File: src/rtl/fetch_ref_chroma_load_pkg.sv
// Shared definitions for the chroma reference-window loader: widths, row counts, FSM encodings.
package fetch_ref_chroma_load_pkg;

    localparam int PIXEL_WIDTH = 8;
    localparam int PIC_Y_WIDTH = 8;
    localparam int ROW_PIX     = 96;
    localparam int ROW_W       = ROW_PIX * PIXEL_WIDTH;

    localparam logic [5:0] ROWS_FULL   = 6'd48;
    localparam logic [5:0] ROWS_EDGE   = 6'd40;
    localparam logic [5:0] ROWS_SINGLE = 6'd32;
    localparam logic [2:0] BEAT_LAST   = 3'd5;

    localparam logic [2:0] S_IDLE  = 3'd0;
    localparam logic [2:0] S_REQ   = 3'd1;
    localparam logic [2:0] S_DATA  = 3'd2;
    localparam logic [2:0] S_WRITE = 3'd3;
    localparam logic [2:0] S_DONE  = 3'd4;

    // Top and bottom LCU rows lose their out-of-picture padding rows.
    function automatic logic [5:0] row_count(input logic [PIC_Y_WIDTH-1:0] cur_y,
                                             input logic [PIC_Y_WIDTH-1:0] total_y);
        logic top, bot;
        top = (cur_y == '0);
        bot = (cur_y == total_y);
        if (top && bot)      return ROWS_SINGLE;
        else if (top || bot) return ROWS_EDGE;
        else                 return ROWS_FULL;
    endfunction

endpackage

File: src/rtl/fetch_ref_chroma_load_deinterleave.sv
// chroma_deinterleave: merges one interleaved u,v read beat into the assembled row (u upper, v lower).
module chroma_deinterleave
    import fetch_ref_chroma_load_pkg::*;
#(
    parameter int BEAT_PIX = 16
) (
    input  logic [2:0]                      beat_i,
    input  logic [BEAT_PIX*PIXEL_WIDTH-1:0] data_i,
    input  logic [ROW_W-1:0]                row_i,
    output logic [ROW_W-1:0]                row_o
);

    localparam int P      = PIXEL_WIDTH;
    localparam int PAIRS  = BEAT_PIX / 2;
    localparam int BEAT_W = BEAT_PIX * P;

    always_comb begin
        row_o = row_i;
        for (int j = 0; j < PAIRS; j++) begin
            row_o[ROW_W-1   - (int'(beat_i)*PAIRS + j)*P -: P] = data_i[BEAT_W-1 - 2*j*P -: P];
            row_o[ROW_W/2-1 - (int'(beat_i)*PAIRS + j)*P -: P] = data_i[BEAT_W-1 - (2*j+1)*P -: P];
        end
    end

endmodule

File: src/rtl/fetch_ref_chroma_load.sv
// Loads one LCU chroma reference window row by row into the external buffer.
// Optional FETCH_CHROMA_OVERLAP_EN: request row r+1 while row r beats are still arriving.
module fetch_ref_chroma_load
    import fetch_ref_chroma_load_pkg::*;
#(
    parameter int BEAT_PIX = 16
) (
    input  logic                            clk,
    input  logic                            rst,
    input  logic                            sysif_start_i,
    input  logic [PIC_Y_WIDTH-1:0]          sysif_total_y_i,
    input  logic [PIC_Y_WIDTH-1:0]          cur_y_i,
    output logic                            rd_req_o,
    output logic [5:0]                      rd_row_o,
    input  logic                            rd_ack_i,
    input  logic                            rd_valid_i,
    input  logic [BEAT_PIX*PIXEL_WIDTH-1:0] rd_data_i,
    output logic                            ext_load_valid_o,
    output logic [5:0]                      ext_load_addr_o,
    output logic [ROW_W-1:0]                ext_load_data_o,
    output logic                            ext_load_done_o,
    output logic                            busy_o
);

    logic [2:0]       state_q, state_d;
    logic [5:0]       row_q, row_d;
    logic [5:0]       n_q, n_d;
    logic [2:0]       beat_q, beat_d;
    logic [ROW_W-1:0] line_q, line_d, line_merged;
    logic             pend_q, pend_d;
    logic             seen_q, seen_d;
    logic             last_row;

    chroma_deinterleave #(.BEAT_PIX(BEAT_PIX)) u_deint (
        .beat_i (beat_q),
        .data_i (rd_data_i),
        .row_i  (line_q),
        .row_o  (line_merged)
    );

    assign last_row = (row_q == n_q - 6'd1);

    always_comb begin
        state_d = state_q;
        row_d   = row_q;
        n_d     = n_q;
        beat_d  = beat_q;
        line_d  = line_q;
        pend_d  = pend_q;
        seen_d  = seen_q;
        case (state_q)
            S_IDLE: if (sysif_start_i) begin
                state_d = S_REQ;
                row_d   = '0;
                beat_d  = '0;
                n_d     = row_count(cur_y_i, sysif_total_y_i);
            end
            S_REQ: if (rd_ack_i) begin
                state_d = S_DATA;
                beat_d  = '0;
            end
            S_DATA: begin
                if (rd_valid_i) begin
                    line_d = line_merged;
                    if (beat_q == BEAT_LAST) begin
                        beat_d  = '0;
                        state_d = S_WRITE;
                    end else begin
                        beat_d = beat_q + 3'd1;
                    end
`ifdef FETCH_CHROMA_OVERLAP_EN
                    if (beat_q == '0 && !last_row && !pend_q && !seen_q) pend_d = 1'b1;
`endif
                end
`ifdef FETCH_CHROMA_OVERLAP_EN
                if (pend_q && rd_ack_i) begin
                    pend_d = 1'b0;
                    seen_d = 1'b1;
                end
`endif
            end
            S_WRITE: begin
                if (last_row) begin
                    state_d = S_DONE;
                end else begin
                    row_d = row_q + 6'd1;
`ifdef FETCH_CHROMA_OVERLAP_EN
                    // An ack already taken for the next row skips the REQ cycle.
                    state_d = (seen_q || (pend_q && rd_ack_i)) ? S_DATA : S_REQ;
                    pend_d  = 1'b0;
                    seen_d  = 1'b0;
`else
                    state_d = S_REQ;
`endif
                end
            end
            S_DONE:  state_d = S_IDLE;
            default: state_d = S_IDLE;
        endcase
    end

    always_ff @(posedge clk) begin
        if (rst) begin
            state_q <= S_IDLE;
            row_q   <= '0;
            n_q     <= '0;
            beat_q  <= '0;
            line_q  <= '0;
            pend_q  <= 1'b0;
            seen_q  <= 1'b0;
        end else begin
            state_q <= state_d;
            row_q   <= row_d;
            n_q     <= n_d;
            beat_q  <= beat_d;
            line_q  <= line_d;
            pend_q  <= pend_d;
            seen_q  <= seen_d;
        end
    end

    assign rd_req_o         = (state_q == S_REQ) || pend_q;
    assign rd_row_o         = pend_q ? row_q + 6'd1 : row_q;
    assign ext_load_valid_o = (state_q == S_WRITE);
    assign ext_load_addr_o  = row_q;
    assign ext_load_data_o  = line_q;
    assign ext_load_done_o  = (state_q == S_DONE);
    assign busy_o           = (state_q != S_IDLE);

endmodule

File: config.mk
export PLATFORM = sky130hd
export DESIGN_NAME = fetch_ref_chroma_load
export DESIGN_NICKNAME = d
export VERILOG_FILES = /design/src/rtl/fetch_ref_chroma_load_pkg.sv /design/src/rtl/fetch_ref_chroma_load_deinterleave.sv /design/src/rtl/fetch_ref_chroma_load.sv
export SDC_FILE = /design/constraint.sdc
export NUM_CORES = 2
export LEC_CHECK = 0
export BUFFER_PORTS_ARGS = -buffer_cell sky130_fd_sc_hd__buf_2
export CELL_PAD_IN_SITES_DETAIL_PLACEMENT = 0
export CELL_PAD_IN_SITES_GLOBAL_PLACEMENT = 1
export CORE_AREA = 2 2 362 364
export CTS_BUF_LIST = sky130_fd_sc_hd__clkbuf_8
export CTS_CLUSTER_SIZE = 8
export DETAILED_ROUTE_END_ITERATION = 8
export DIE_AREA = 0 0 364 366
export PLACE_DENSITY_LB_ADDON = 0.1
export SYNTH_ARGS = -nofsm -noshare
export SYNTH_HDL_FRONTEND = slang
export SYNTH_HIERARCHICAL = 1
export SYNTH_SLANG_ARGS = --single-unit
File: constraint.sdc
create_clock -name clk -period 4.37 [get_ports clk]
set_clock_uncertainty 0.1 [all_clocks]
set_input_delay 0.2185 -clock clk [delete_from_list [all_inputs] [get_ports clk]]
set_output_delay 0.2185 -clock clk [all_outputs]
set_load 0.02 [all_outputs]
Yosys cells after proc, flatten, opt, wreduce, memory -nomap -nowiden
Cells that the tools add are included.
{"block": "totals", "register_bits": 786, "inputBits": 149}
{"block": "classes", "n_eq_ne": 12, "shifts": 32, "n_addsub": 42, "reduce_logical": 12, "n_mux": 32}
{"cell": "variable shift 8 x 33 -> 775 bit (first input constant)", "count": 16}
{"cell": "indexed part select 8 x 33 -> 775 bit", "count": 16}
{"cell": "bitwise mux 768 bit", "count": 16}
{"cell": "negation 32 -> 33 bit", "count": 16}
{"cell": "subtractor 10 x 32 -> 32 bit (first input constant)", "count": 7}
{"cell": "subtractor 11 x 32 -> 32 bit (first input constant)", "count": 7}
{"cell": "adder 6 x 3 -> 7 bit (second input constant)", "count": 4}
{"cell": "2-to-1 mux 3 bit", "count": 9}
{"cell": "adder 6 x 2 -> 7 bit (second input constant)", "count": 2}
{"cell": "2-to-1 mux 6 bit", "count": 2}
{"cell": "one-hot mux 3 bit (4 select lines)", "count": 1}
{"cell": "one-hot mux 6 bit (2 select lines)", "count": 1}
{"cell": "subtractor 10 x 9 -> 11 bit (first input constant)", "count": 1}
{"cell": "2-to-1 mux 5 bit", "count": 2}
{"cell": "!= test 2 bit (second input constant)", "count": 5}
{"cell": "subtractor 9 x 9 -> 10 bit (first input constant)", "count": 1}
{"cell": "one-hot mux 3 bit (3 select lines)", "count": 1}
{"cell": "== test 8 bit", "count": 1}
{"cell": "logical NOT 8 bit", "count": 1}
{"cell": "AND reduction 4 bit", "count": 2}
{"cell": "adder 6 x 1 -> 7 bit (second input constant)", "count": 1}
{"cell": "adder 6 x 1 -> 6 bit (second input constant)", "count": 1}
{"cell": "== test 3 x 2 -> 1 bit (second input constant)", "count": 2}
{"cell": "== test 3 bit (second input constant)", "count": 2}
{"cell": "other kinds (11)", "count": 13}

Longest topological paths before layout
{"block": "logic_depth", "ltp_word": 19, "depth_mapped": 10, "depth_no_buf": 6}

Cells and area by module
The synthesis kept the hierarchy.
{"module": "fetch_ref_chroma_load", "area_per_inst_um2": 27561.4, "n_inst": 1, "cells_each": 3455}
{"module": "chroma_deinterleave", "area_per_inst_um2": 12575.8, "n_inst": 1, "cells_each": 2669}

Worst setup path before layout
OpenSTA, ideal clock, no wires.
{"block": "synth_timing", "path_kind": "register to register", "from": "register beat_q[1]", "to": "register line_q[453] (netlist: ext_load_data_o[453])", "setup_time_ns": 0.070, "t_arrival_ns": 2.001, "stages_incl_launch_ff": 9, "path_slack_ns": 2.199, "cell_sequence": "dfxtp_1 > ha_1 > buf_4 > or4b_1 > buf_2 > buf_2 > a31oi_1 > nand2_1 > a21oi_1"}
{"block": "synth_via", "elab_chain_len": 19}
{"item": "start: declaration", "line_no": "fetch_ref_chroma_load.sv:28", "source": "logic [2:0] beat_q, beat_d;"}
{"item": "start signal: assignment", "line_no": "fetch_ref_chroma_load.sv:115", "source": "beat_q <= beat_d;"}
{"item": "branches (longest 18 deep; another with negation 32 -> 33 bit)"}
{"item": "bitwise mux 768 bit (*)", "line_no": "fetch_ref_chroma_load_deinterleave.sv:21", "source": "row_o[ROW_W/2-1 - (int'(beat_i)*PAIRS + j)*P -: P] = data_i[BEAT_W-1 - (2*j+1)*P -: P];"}
{"item": "net line_merged[453]", "line_no": "fetch_ref_chroma_load.sv:29", "source": "logic [ROW_W-1:0] line_q, line_d, line_merged;"}
{"item": "end signal: assignment", "line_no": "fetch_ref_chroma_load.sv:116", "source": "line_q <= line_d;"}
{"item": "end: declaration", "line_no": "fetch_ref_chroma_load.sv:29"}
Mark *: on every way through the listed nets, which the timed path passes.
A chain may end at the register's enable or synchronous reset.

Worst setup path in the final report
{"block": "layout_timing", "from": "input port sysif_total_y_i[0]", "to": "register n_q[3]"}
{"block": "layout_via", "elab_chain_len": 4}
{"item": "start: declaration", "line_no": "fetch_ref_chroma_load.sv:11", "source": "input logic [PIC_Y_WIDTH-1:0] sysif_total_y_i,"}
{"item": "== test 8 bit (*)", "line_no": "fetch_ref_chroma_load_pkg.sv:25", "source": "bot = (cur_y == total_y);"}
{"item": "logical OR 1 bit", "line_no": "fetch_ref_chroma_load_pkg.sv:27", "source": "else if (top || bot) return ROWS_EDGE;"}
{"item": "2-to-1 mux 5 bit", "line_no": "fetch_ref_chroma_load_pkg.sv:27"}
{"item": "2-to-1 mux 5 bit (*)", "line_no": "fetch_ref_chroma_load_pkg.sv:26", "source": "if (top && bot) return ROWS_SINGLE;"}
{"item": "end signal: assignment", "line_no": "fetch_ref_chroma_load.sv:114", "source": "n_q <= n_d;"}
{"item": "end: declaration", "line_no": "fetch_ref_chroma_load.sv:27", "source": "logic [5:0] n_q, n_d;"}
Mark *: on every way between the ends. The rest lies on a longest branch, timed or not.

==> results.toml <==
[outcome]
status = "finished, final reports clean"

[pwr]
p_per_area_nw_per_um2 = 326
power_leakage_nw = 19.9
power.total_mw = 16.3
irDropWorstVdd_mv = 0.283

[die]
die_y_um = 366
dieArea_um2 = 133000
initial_core_util = 0.311
placementRows = 132
core_um2 = 129000
die_w_um = 364
ios = 933

[global_route]
grt_max_degree = 153
busiest_layer = "met2"
grt_use_met3 = 0.0989
antenna_found_initial = 40
globalRouteMet1Util = 0.442
grt-ovfl-total = 0
grt_util_all_layers = 0.342
grt_pass1_wl_mm = 325
grt_util_met2 = 0.513
grt_pass1_vias = 40858

[cts]
insertion_delay_ns = 0.87
cts.path.max_buffers = 3
tritoncts_num_sinks = 783
root_buffer = "clkbuf_8"
cts_inserted_buffers = 157
cts_tree = "done"
post_cts_buffers = 0
cts_max_level = 4
clk_pin_slew_ns = 0.06

[layout]
layout-drive-gt1-share = 0.180
fin_cells = 8779
areaGrowthSynthToFinish_pct = 24.6
final_nets = 7070

[synthesis]
synth_seq_cells = 783
syn_nets = 6278
synth.largest_area_cell = "dfxtp_1"
yosysSeqAreaShare = 0.391
netlist_instances = 6124
yosysWarnings = 6
ys_top_cells_by_area = "dfxtp_1 (39%), nand2_1 (25%), a21oi_1 (14%)"
ys.flop_type = "dfxtp_1"
synth_cell_type_count = 51
synth_top_area_share = 0.391
synth_area_per_cell_um2 = 6.55
synth_edf_count = 0
ys_async_sr_fraction = 0
syn_area_um2 = 40100

[sta]
fmax_ghz = 0.255
fin_crit_ns = 3.92
final.setup.tns_ns = 0
rsz0062_at_grt = "false"
relSlewSlack = 0.205
final_max_slew_viol_count = 0
tightest_slew_ns = 1.19
hold_viol = 0
finalSetupViolCount = 0
period_share = 0.898
setup_ws_ns = 0.445

[critical_path]
critPathKind = "in -> reg"
cp.arrival_ns = 4.58
reg2reg_depth = 9
setup.worst_path.start_class = "primary input"
endpoint_kind = "flip-flop"
cp_max_fo = 1
crit_required_ns = 5.03

[route]
route.vias.total = 46255
drt_iter0_drc = 5403
routed_wl_mm = 239
drt_first_pass_iters = 6
drcViolationCount = 0
wl_per_cell_um = 27.3
viasPerCell = 5.27
ant_nets = 0

[placed_design]
routabilityCongestion = 0.839
dp.cells = 8288
port_buffers = 932
hpwlAfterDp_mm = 154
pre_cts_ws_ns = 1.22

[worst_hold_path]
hp-class = "in -> reg"
holdPathStages = 7

[flow_run]
maxCapViolCount = 0
worst paths after layout:
path | from | endpoint | slack [ns]
hold reg to reg | ext_load_data_o[694] | ext_load_data_o[694] | 0.36
setup / recovery | sysif_total_y_i[0] | n_q[3] | 0.45
hold / removal | cur_y_i[3] | n_q[4] | 0.31
setup reg to reg | beat_q[2] | ext_load_data_o[387] | 0.56
flip-flops by register name, indices dropped and copies added (netlist names):
signal and flops:
n_q 3, ext_load_data_o 768, ext_load_addr_o 6, beat_q 3
state_q 3
cell families after synthesis:
kind of cell	Yosys count	share of synthesized area
buf+inv	611	0.0832
mux	7	0.00184
flops	783	0.391
xor+xnor	11	0.00274
compound gates	1684	0.223
fa+ha+maj	5	0.00156
simple gates	3023	0.297
Yosys cell counts, drive strengths merged, types with 2 or more instances:
library cell	count
dfxtp	783
nand4bb	3
nor4b	2
ha	5
or4b	2
and3	3
nand3b	3
a211oi	2
clkbuf	230
nand2b	66
mux2i	4
nand4b	3
o21ai	257
nand4	2
and3b	4
mux2	3
a31oi	128
nor3b	6
nor2b	65
xor2	10
nor4	5
nand2	2695
inv	11
nand3	9
a22oi	128
nor2	137
buf	370
a211o	4
nor3	10
or3	3
or3b	3
a311oi	3
a21oi	1159
critical path, cell delays in order:
cell	delay, ns
dlygate4sd3_1	0.54
buf_2	0.13
xor2_1	0.13
dlygate4sd3_1	0.56
nor4_1	0.19
dlygate4sd3_1	0.61
nand2_1	0.05
dlygate4sd3_1	0.56
ha_1	0.27
dlygate4sd3_1	0.56
a21oi_1	0.15
nor2_1	0.05
dlygate4sd3_1	0.58
metal layers:
metal / vias to the layer above / wire length (um)
li1: 21644 / -
met1: 22056 / 99400
met2: 2126 / 103000
met3: 417 / 23100
met4: 12 / 13400
met5: - / 80
metrics by stage:
| stage | hold slack (ns) | cell area [um^2] | utilization |
|---|---|---|---|
| after global routing | 0.320 | 50000 | 0.388 |
| after floorplan | 0.317 | 40100 | - |
| after detailed placement | 0.357 | 44900 | 0.348 |
| after CTS | 0.237 | 50000 | 0.387 |
| final | 0.306 | 50000 | 0.388 |
| after global placement | 0.352 | 44900 | 0.348 |
power by group:
group,internal (mW),switching (mW),total (mW)
clock network,3.91,3.61,7.53
logic,0.362,1.20,1.56
registers,7.17,0.0334,7.21
total,11.4,4.85,16.3
placed cells by master (no fill, tap or decap), types with 128 or more instances in the layout:
cell type | synthesis | final
dlygate4sd3_1 | 0 | 211
nor2_1 | 136 | 136
dfxtp_1 | 783 | 781
a21oi_1 | 1159 | 1159
o21ai_0 | 235 | 235
buf_2 | 204 | 931
a31oi_1 | 128 | 128
nand2_1 | 2695 | 2695
clkbuf_8 | 0 | 191
a22oi_1 | 128 | 128
final cells by class:
class | instances | area [um^2]
clock buffer | 191 | 2630
inverter | 11 | 41.3
tap | 1742 | 2180
timing repair buffer | 1233 | 7830
fill | 13970 | 79000
multi-input combinational | 4730 | 21300
antenna | 17 | 42.5
sequential | 783 | 15700
clock inverter | 72 | 337
timing repair:
action                                 in CTS  in global routing
gates resized for setup                     0                  0
hold buffers                              211                  0
endpoints found under the hold margin     539                  0
(Power assumes the default switching activity.)
